$ cat src/rtl/fifo_pkg.sv
// Pointer-code helpers shared by the write- and read-side FIFO controllers.
// Functions take zero-extended pointers of any width up to PTR_W_MAX bits.
package fifo_pkg;

  localparam int PTR_W_MAX = 32;

  typedef logic [PTR_W_MAX-1:0] ptr_t;

  function automatic ptr_t bin2gray(input ptr_t b);
    return b ^ (b >> 1);
  endfunction

  // Leading zeros of a narrower pointer leave the low bits unaffected.
  function automatic ptr_t gray2bin(input ptr_t g);
    ptr_t b;
    b[PTR_W_MAX-1] = g[PTR_W_MAX-1];
    for (int i = PTR_W_MAX - 2; i >= 0; i--) begin
      b[i] = b[i+1] ^ g[i];
    end
    return b;
  endfunction

endpackage

$ cat src/rtl/fifo_wr_ctrl_if.sv
// Write-side handshake bundle of the dual-clock FIFO.
// almost_full_o exists only when FIFO_ALMOST_FULL_EN is defined.
interface fifo_wr_ctrl_if #(
  parameter int AWIDTH = 3
);
  localparam int AWVAL = AWIDTH + 1;

  logic              wrreq_i;
  logic [AWVAL-1:0]  rd_pntr_gray_sync_i;
  logic [AWVAL-1:0]  wr_pntr_gray_o;
  logic [AWIDTH-1:0] wr_addr_o;
  logic              wr_en_o;
  logic              full_o;
  logic [AWVAL-1:0]  usedw_o;
`ifdef FIFO_ALMOST_FULL_EN
  logic              almost_full_o;
`endif

  modport slave (
    input  wrreq_i, rd_pntr_gray_sync_i,
    output wr_pntr_gray_o, wr_addr_o, wr_en_o, full_o, usedw_o
`ifdef FIFO_ALMOST_FULL_EN
    , almost_full_o
`endif
  );

  modport master (
    output wrreq_i, rd_pntr_gray_sync_i,
    input  wr_pntr_gray_o, wr_addr_o, wr_en_o, full_o, usedw_o
`ifdef FIFO_ALMOST_FULL_EN
    , almost_full_o
`endif
  );

endinterface

$ cat src/rtl/gray_cntr.sv
// Binary + Gray pointer register pair with increment enable and async clear.
// Exposes the next-state values so flag logic can look one edge ahead.
module gray_cntr
  import fifo_pkg::*;
#(
  parameter int W = 4
) (
  input  logic         clk_i,
  input  logic         aclr_i,
  input  logic         inc_i,
  output logic [W-2:0] addr_o,
  output logic [W-1:0] gray_o,
  output logic [W-1:0] bin_next_o,
  output logic [W-1:0] gray_next_o
);

  logic [W-1:0] bin_q, bin_d;
  logic [W-1:0] gray_q, gray_d;

  always_comb begin
    bin_d  = inc_i ? bin_q + W'(1) : bin_q;
    gray_d = W'(bin2gray(ptr_t'(bin_d)));
  end

  always_ff @(posedge clk_i or posedge aclr_i) begin
    if (aclr_i) begin
      bin_q  <= '0;
      gray_q <= '0;
    end else begin
      bin_q  <= bin_d;
      gray_q <= gray_d;
    end
  end

  assign addr_o      = bin_q[W-2:0];
  assign gray_o      = gray_q;
  assign bin_next_o  = bin_d;
  assign gray_next_o = gray_d;

endmodule

$ cat src/rtl/fifo_wr_ctrl.sv
// Write-domain pointer, full flag and occupancy for the dual-clock FIFO.
// Optional almost_full_o is built when FIFO_ALMOST_FULL_EN is defined.
module fifo_wr_ctrl
  import fifo_pkg::*;
#(
  parameter int AWIDTH = 3
`ifdef FIFO_ALMOST_FULL_EN
  , parameter int ALMOST_FULL_VALUE = 2**AWIDTH - 2
`endif
) (
  input  logic          clk_i,
  input  logic          aclr_i,
  fifo_wr_ctrl_if.slave bus
);

  localparam int AWVAL = AWIDTH + 1;

  logic              wr_en;
  logic [AWIDTH-1:0] wr_addr;
  logic [AWVAL-1:0]  wr_gray;
  logic [AWVAL-1:0]  wr_bin_next;
  logic [AWVAL-1:0]  wr_gray_next;
  logic [AWVAL-1:0]  rd_sync;
  logic [AWVAL-1:0]  rd_bin;
  logic [AWVAL-1:0]  full_gray;
  logic [AWVAL-1:0]  usedw_d, usedw_q;
  logic              full_d, full_q;

  assign wr_en   = bus.wrreq_i & ~full_q;
  assign rd_sync = bus.rd_pntr_gray_sync_i;

  gray_cntr #(.W(AWVAL)) u_wr_ptr (
    .clk_i       (clk_i),
    .aclr_i      (aclr_i),
    .inc_i       (wr_en),
    .addr_o      (wr_addr),
    .gray_o      (wr_gray),
    .bin_next_o  (wr_bin_next),
    .gray_next_o (wr_gray_next)
  );

  // Full when the writer is exactly one lap ahead: Gray top two bits inverted.
  always_comb begin
    rd_bin    = AWVAL'(gray2bin(ptr_t'(rd_sync)));
    full_gray = {~rd_sync[AWVAL-1:AWVAL-2], rd_sync[AWVAL-3:0]};
    full_d    = (wr_gray_next == full_gray);
    usedw_d   = wr_bin_next - rd_bin;
  end

  always_ff @(posedge clk_i or posedge aclr_i) begin
    if (aclr_i) begin
      full_q  <= 1'b0;
      usedw_q <= '0;
    end else begin
      full_q  <= full_d;
      usedw_q <= usedw_d;
    end
  end

`ifdef FIFO_ALMOST_FULL_EN
  localparam logic [AWVAL-1:0] AF_THRESH = AWVAL'(ALMOST_FULL_VALUE);

  logic almost_full_d, almost_full_q;

  assign almost_full_d = (usedw_d >= AF_THRESH);

  always_ff @(posedge clk_i or posedge aclr_i) begin
    if (aclr_i) begin
      almost_full_q <= 1'b0;
    end else begin
      almost_full_q <= almost_full_d;
    end
  end

  assign bus.almost_full_o = almost_full_q;
`endif

  assign bus.wr_pntr_gray_o = wr_gray;
  assign bus.wr_addr_o      = wr_addr;
  assign bus.wr_en_o        = wr_en;
  assign bus.full_o         = full_q;
  assign bus.usedw_o        = usedw_q;

endmodule

$ cat src/flat_wrapper.sv
// flat-port wrapper written by rule: the top's interface ports become plain ports
module fifo_wr_ctrl_flat import fifo_pkg::*;
#(
  parameter int AWIDTH = 3

)
  (clk_i, aclr_i, bus_wrreq_i, bus_rd_pntr_gray_sync_i, bus_wr_pntr_gray_o, bus_wr_addr_o, bus_wr_en_o, bus_full_o, bus_usedw_o);
  fifo_wr_ctrl_if #(.AWIDTH(AWIDTH)) bus_i ();
  input  logic clk_i;
  input  logic aclr_i;
  input wire logic [$bits(bus_i.wrreq_i)-1:0] bus_wrreq_i;
  input wire logic [$bits(bus_i.rd_pntr_gray_sync_i)-1:0] bus_rd_pntr_gray_sync_i;
  output wire logic [$bits(bus_i.wr_pntr_gray_o)-1:0] bus_wr_pntr_gray_o;
  output wire logic [$bits(bus_i.wr_addr_o)-1:0] bus_wr_addr_o;
  output wire logic [$bits(bus_i.wr_en_o)-1:0] bus_wr_en_o;
  output wire logic [$bits(bus_i.full_o)-1:0] bus_full_o;
  output wire logic [$bits(bus_i.usedw_o)-1:0] bus_usedw_o;
  assign bus_i.wrreq_i = bus_wrreq_i;
  assign bus_i.rd_pntr_gray_sync_i = bus_rd_pntr_gray_sync_i;
  assign bus_wr_pntr_gray_o = bus_i.wr_pntr_gray_o;
  assign bus_wr_addr_o = bus_i.wr_addr_o;
  assign bus_wr_en_o = bus_i.wr_en_o;
  assign bus_full_o = bus_i.full_o;
  assign bus_usedw_o = bus_i.usedw_o;
  fifo_wr_ctrl #(.AWIDTH(AWIDTH)) u_core (.clk_i(clk_i), .aclr_i(aclr_i), .bus(bus_i));
endmodule
$ cat config.mk
export PLATFORM = sky130hd
export DESIGN_NAME = fifo_wr_ctrl_flat
export DESIGN_NICKNAME = d
export VERILOG_FILES = /design/src/rtl/fifo_pkg.sv /design/src/rtl/fifo_wr_ctrl_if.sv /design/src/rtl/gray_cntr.sv /design/src/rtl/fifo_wr_ctrl.sv /design/src/flat_wrapper.sv
export SDC_FILE = /design/constraint.sdc
export NUM_CORES = 1
export LEC_CHECK = 0
export CAP_MARGIN = 40
export CORE_MARGIN = 3
export CORE_UTILIZATION = 30
export CTS_CLUSTER_DIAMETER = 40
export DETAILED_ROUTE_END_ITERATION = 16
export PLACE_DENSITY = 0.6
export SLEW_MARGIN = 30
export SYNTH_ARGS = -nofsm -noshare
export SYNTH_HDL_FRONTEND = slang
export SYNTH_SLANG_ARGS = --single-unit
$ cat constraint.sdc
create_clock -name clk_i -period 4.9 [get_ports clk_i]
set_clock_uncertainty 0.1 [all_clocks]
set_input_delay 0.98 -clock clk_i [delete_from_list [all_inputs] [get_ports clk_i]]
set_output_delay 0.98 -clock clk_i [all_outputs]
set_load 0.01 [all_outputs]
==> impl_metrics.csv <==
group,metric,value,unit
run_status,status,"completed",
global_route,grt_antenna_before_repair,0,
floorplanning,ios,20,
synth,syn_area,679,sq um
synth,synth_nets,68,
global_route,overflow,0,
sta,tightestPinTransition,0.464,ns
synth,synth_compound_area_share,4.05,%
clock_tree,root_buffer,"clkbuf_4",
power,ir_drop,0.314,mV
place,place_ws,1.60,ns
floorplanning,initial_core_util,33.3,%
routing,dr_total_vias,446,
worst_setup_path,end_kind,"output pin",
sta,holdWs,0.491,ns
worst_setup_path,crit_end,"bus_wr_en_o",
synth,syn_area_per_cell,11.9,sq um
sta,setup_viol,0,
power,powerDensity,773,mW/mm^2
cells_and_area,multi_input_area,349,sq um
synth,yosysUniqueCellTypes,22,
clock_tree,cts.htree.levels,1,
synth,synth_top_area_share,44.2,%
cells_and_area,drive_gt1_share,12.5,%
worst_setup_path,r2r_end,"u_core.bus.full_o",
sta,rsz0062_at_grt,"false",
clock_tree,cts_sinks,12,
place,placedCellCount,103,
worst_setup_path,r2r_slack,2.86,ns
worst_setup_path,cp-start-kind,"primary input",
synth,ys_seq_area_share,44.2,%
synth,synth_top_family_by_area,"XOR/XNOR gates",
floorplanning,die_h,53.6,um
power,p_clk_share,10.8,%
synth,synth.most_common_cell,"dfrtp_1",
routing,drtIter0Drc,2,
power,sequentialPowerShare,26.0,%
worst_setup_path,critPathLaunch,"bus_wrreq_i",
worst_setup_path,critical_path_class,"primary input to output pin",
clock_tree,cts_resized,0,
min_path,hp-class,"flop to flop",
worst_setup_path,crit_required,3.82,ns
global_route,grt_max_degree,13,
clock_tree,cts_made_buffers,3,
worst_setup_path,worstPathArrival,2.22,ns
clock_tree,cts_tree,"yes",
global_route,grt.total_usage,10.4,%
floorplanning,core.rowCount,16,
sta,fmax,0.303,GHz
cells_and_area,post-route-util,46.0,%
synth,synthAdderAreaFrac,9.02,%
power,swShare,37.8,%
floorplanning,dieArea,0.00287,sq mm
synth,synth-xor-area-share,22.5,%
synth,synth_ff_type,"dfrtp_1",
cells_and_area,instances_no_fill,107,
routing,drc,0,
floorplanning,die-width,53.6,um
synth,synthTopCellsByCount,"dfrtp_1 (12), xnor2_1 (9), inv_1 (7)",
synth,synthArstFlopShare,100,%
routing,wire_per_inst,10.9,um
routing,viasPerCell,4.17,
sta,worst_slack,1.60,ns
sta,post-route-period-util,67.2,%
routing,drt-total-wl,1.17,mm
power,p_comb_share,63.3,%
routing,antenna_left,0,
global_route,grt_pass1_wl,2.03,mm
synth,yosysWarningCount,0,
clock_tree,post_cts_buffers,0,
clock_tree,cts_hold_buffers,0,
place,gp_congestion,0.763,
cells_and_area,fillCellCount,211,
global_route,grt_pass1_vias,453,
sta,finalMaxSlewViolations,0,
synth,synth-simple-area-share,9.58,%
clock_tree,clk_pin_slew,0.08,ns
synth,synth_cells,57,
clock_tree,clock_path_buffers,2,
sta,tns,0,ns
power,p_int,452,uW
routing,firstDrtPassIters,3,
sta,min_period,3.30,ns
synth,synth.area.top_cells,"dfrtp_1 (44%), xnor2_1 (12%), ha_1 (7.4%)",
power,power.leakage,0.411,nW
floorplanning,core,0.00204,sq mm
synth,synth_edf_count,0,
cells_and_area,fin_nets,92,
synth,netlist.top_cell.by_area,"dfrtp_1",
sta,slew_headroom,69.0,%
sta,hold_viol,0,
clock_tree,clk_latency,0.27,ns
power,p_sw,274,uW
worst_setup_path,r2r_cells,6,
place,io_buffer_count,19,
synth,ys_ff_latch,12,
run,maxCapViolCount,0,
cells_and_area,seq_area,300,sq um
place,dp_hpwl,957,um
cells_and_area,diodes,0,
worst_setup_path,path_max_fanout,4,
synth,synthMuxAreaShare,6.26,%
cells_and_area,synthToLayoutAreaGrowth,38.3,%
worst_setup_path,r2r_start,"u_core.u_wr_ptr.bin_q[0]",
kinds of logic (layout without fill, tap and decap cells):
kind of cell | count (synthesis) | after routing
adders and majority gates | 5 | 5
xor gates and xnor gates | 15 | 15
DFF | 12 | 12
AOI/OAI and AO/OA | 4 | 4
and+or+nand+nor | 10 | 10
muxes | 3 | 3
buffers and inverters | 8 | 31
routing by layer:
| layer | routed length [um] | vias up | global-route usage (%) |
|---|---|---|---|
| li1 | - | 232 | - |
| met4 | 19 | 0 | 7.66 |
| met5 | 0 | - | 0 |
| met1 | 552 | 199 | 12.7 |
| met2 | 515 | 13 | 15.1 |
| met3 | 78 | 2 | 3.60 |
power by group through the flow:
stage          clock network [mW]  registers [mW]  logic [mW]
3_5_place_dp                    0           0.192       0.462
4_1_cts                    0.0819           0.190       0.466
2_1_floorplan                   0           0.215       0.276
5_1_grt                    0.0892           0.196       0.506
3_3_place_gp                    0           0.193       0.457
6_report                   0.0782           0.189       0.460
registers in the layout (all words and copies together) (netlist names):
register and flops:
u_core.bus.usedw_o 4, u_core.u_wr_ptr.bin_q 4, u_core.bus.full_o 1, u_core.u_wr_ptr.gray_o 3
per-stage QoR:
| step | total power [mW] | area [sq um] |
|---|---|---|
| final | 0.726 | 940 |
| after global routing | 0.791 | 940 |
| after CTS | 0.738 | 940 |
| after detailed placement | 0.654 | 903 |
| after global placement | 0.650 | 903 |
| after floorplan | 0.492 | 679 |
worst max-delay path: stages:
cell             delay, ns
clkdlybuf4s50_1       0.53
nand2b_4              0.10
inv_1                 0.08
clkdlybuf4s50_1       0.53
worst min-delay path by stage:
stage	startpoint	to	slack [ns]	cells past startpoint
after floorplan	u_core.u_wr_ptr.bin_q[0]	u_core.u_wr_ptr.gray_o[0]	0.50	1
after global placement	u_core.u_wr_ptr.bin_q[3]	u_core.u_wr_ptr.bin_q[3]	0.49	2
after detailed placement	u_core.u_wr_ptr.bin_q[0]	u_core.u_wr_ptr.gray_o[0]	0.50	1
after CTS	u_core.u_wr_ptr.bin_q[0]	u_core.u_wr_ptr.gray_o[0]	0.51	1
after global routing	u_core.u_wr_ptr.bin_q[0]	u_core.u_wr_ptr.gray_o[0]	0.55	1
final	u_core.u_wr_ptr.bin_q[0]	u_core.u_wr_ptr.gray_o[0]	0.49	1
cell type report:
cell class | count | share of cell area [%]
Inverter | 8 | 3.20
Sequential cell | 12 | 32.0
Multi-Input combinational cell | 37 | 37.2
Tap cell | 27 | 3.60
Timing Repair Buffer | 19 | 20.2
Clock buffer | 4 | 3.86
layout by cell type, fill, tap and decap left out, drive strengths merged:
master and instances:
nand2 1, or3 1, and2 2, nand2b 1, nor3b 1, nand3b 1, xor2 4, inv 8
clkbuf 4, o32ai 1, a21oi 3, mux2i 3, clkdlybuf4s50 19, dfrtp 12, ha 4, nand4 1
xnor3 1, maj3 1, nor2 2, xnor2 10
Note: power is estimated with default switching activity, not from simulation.
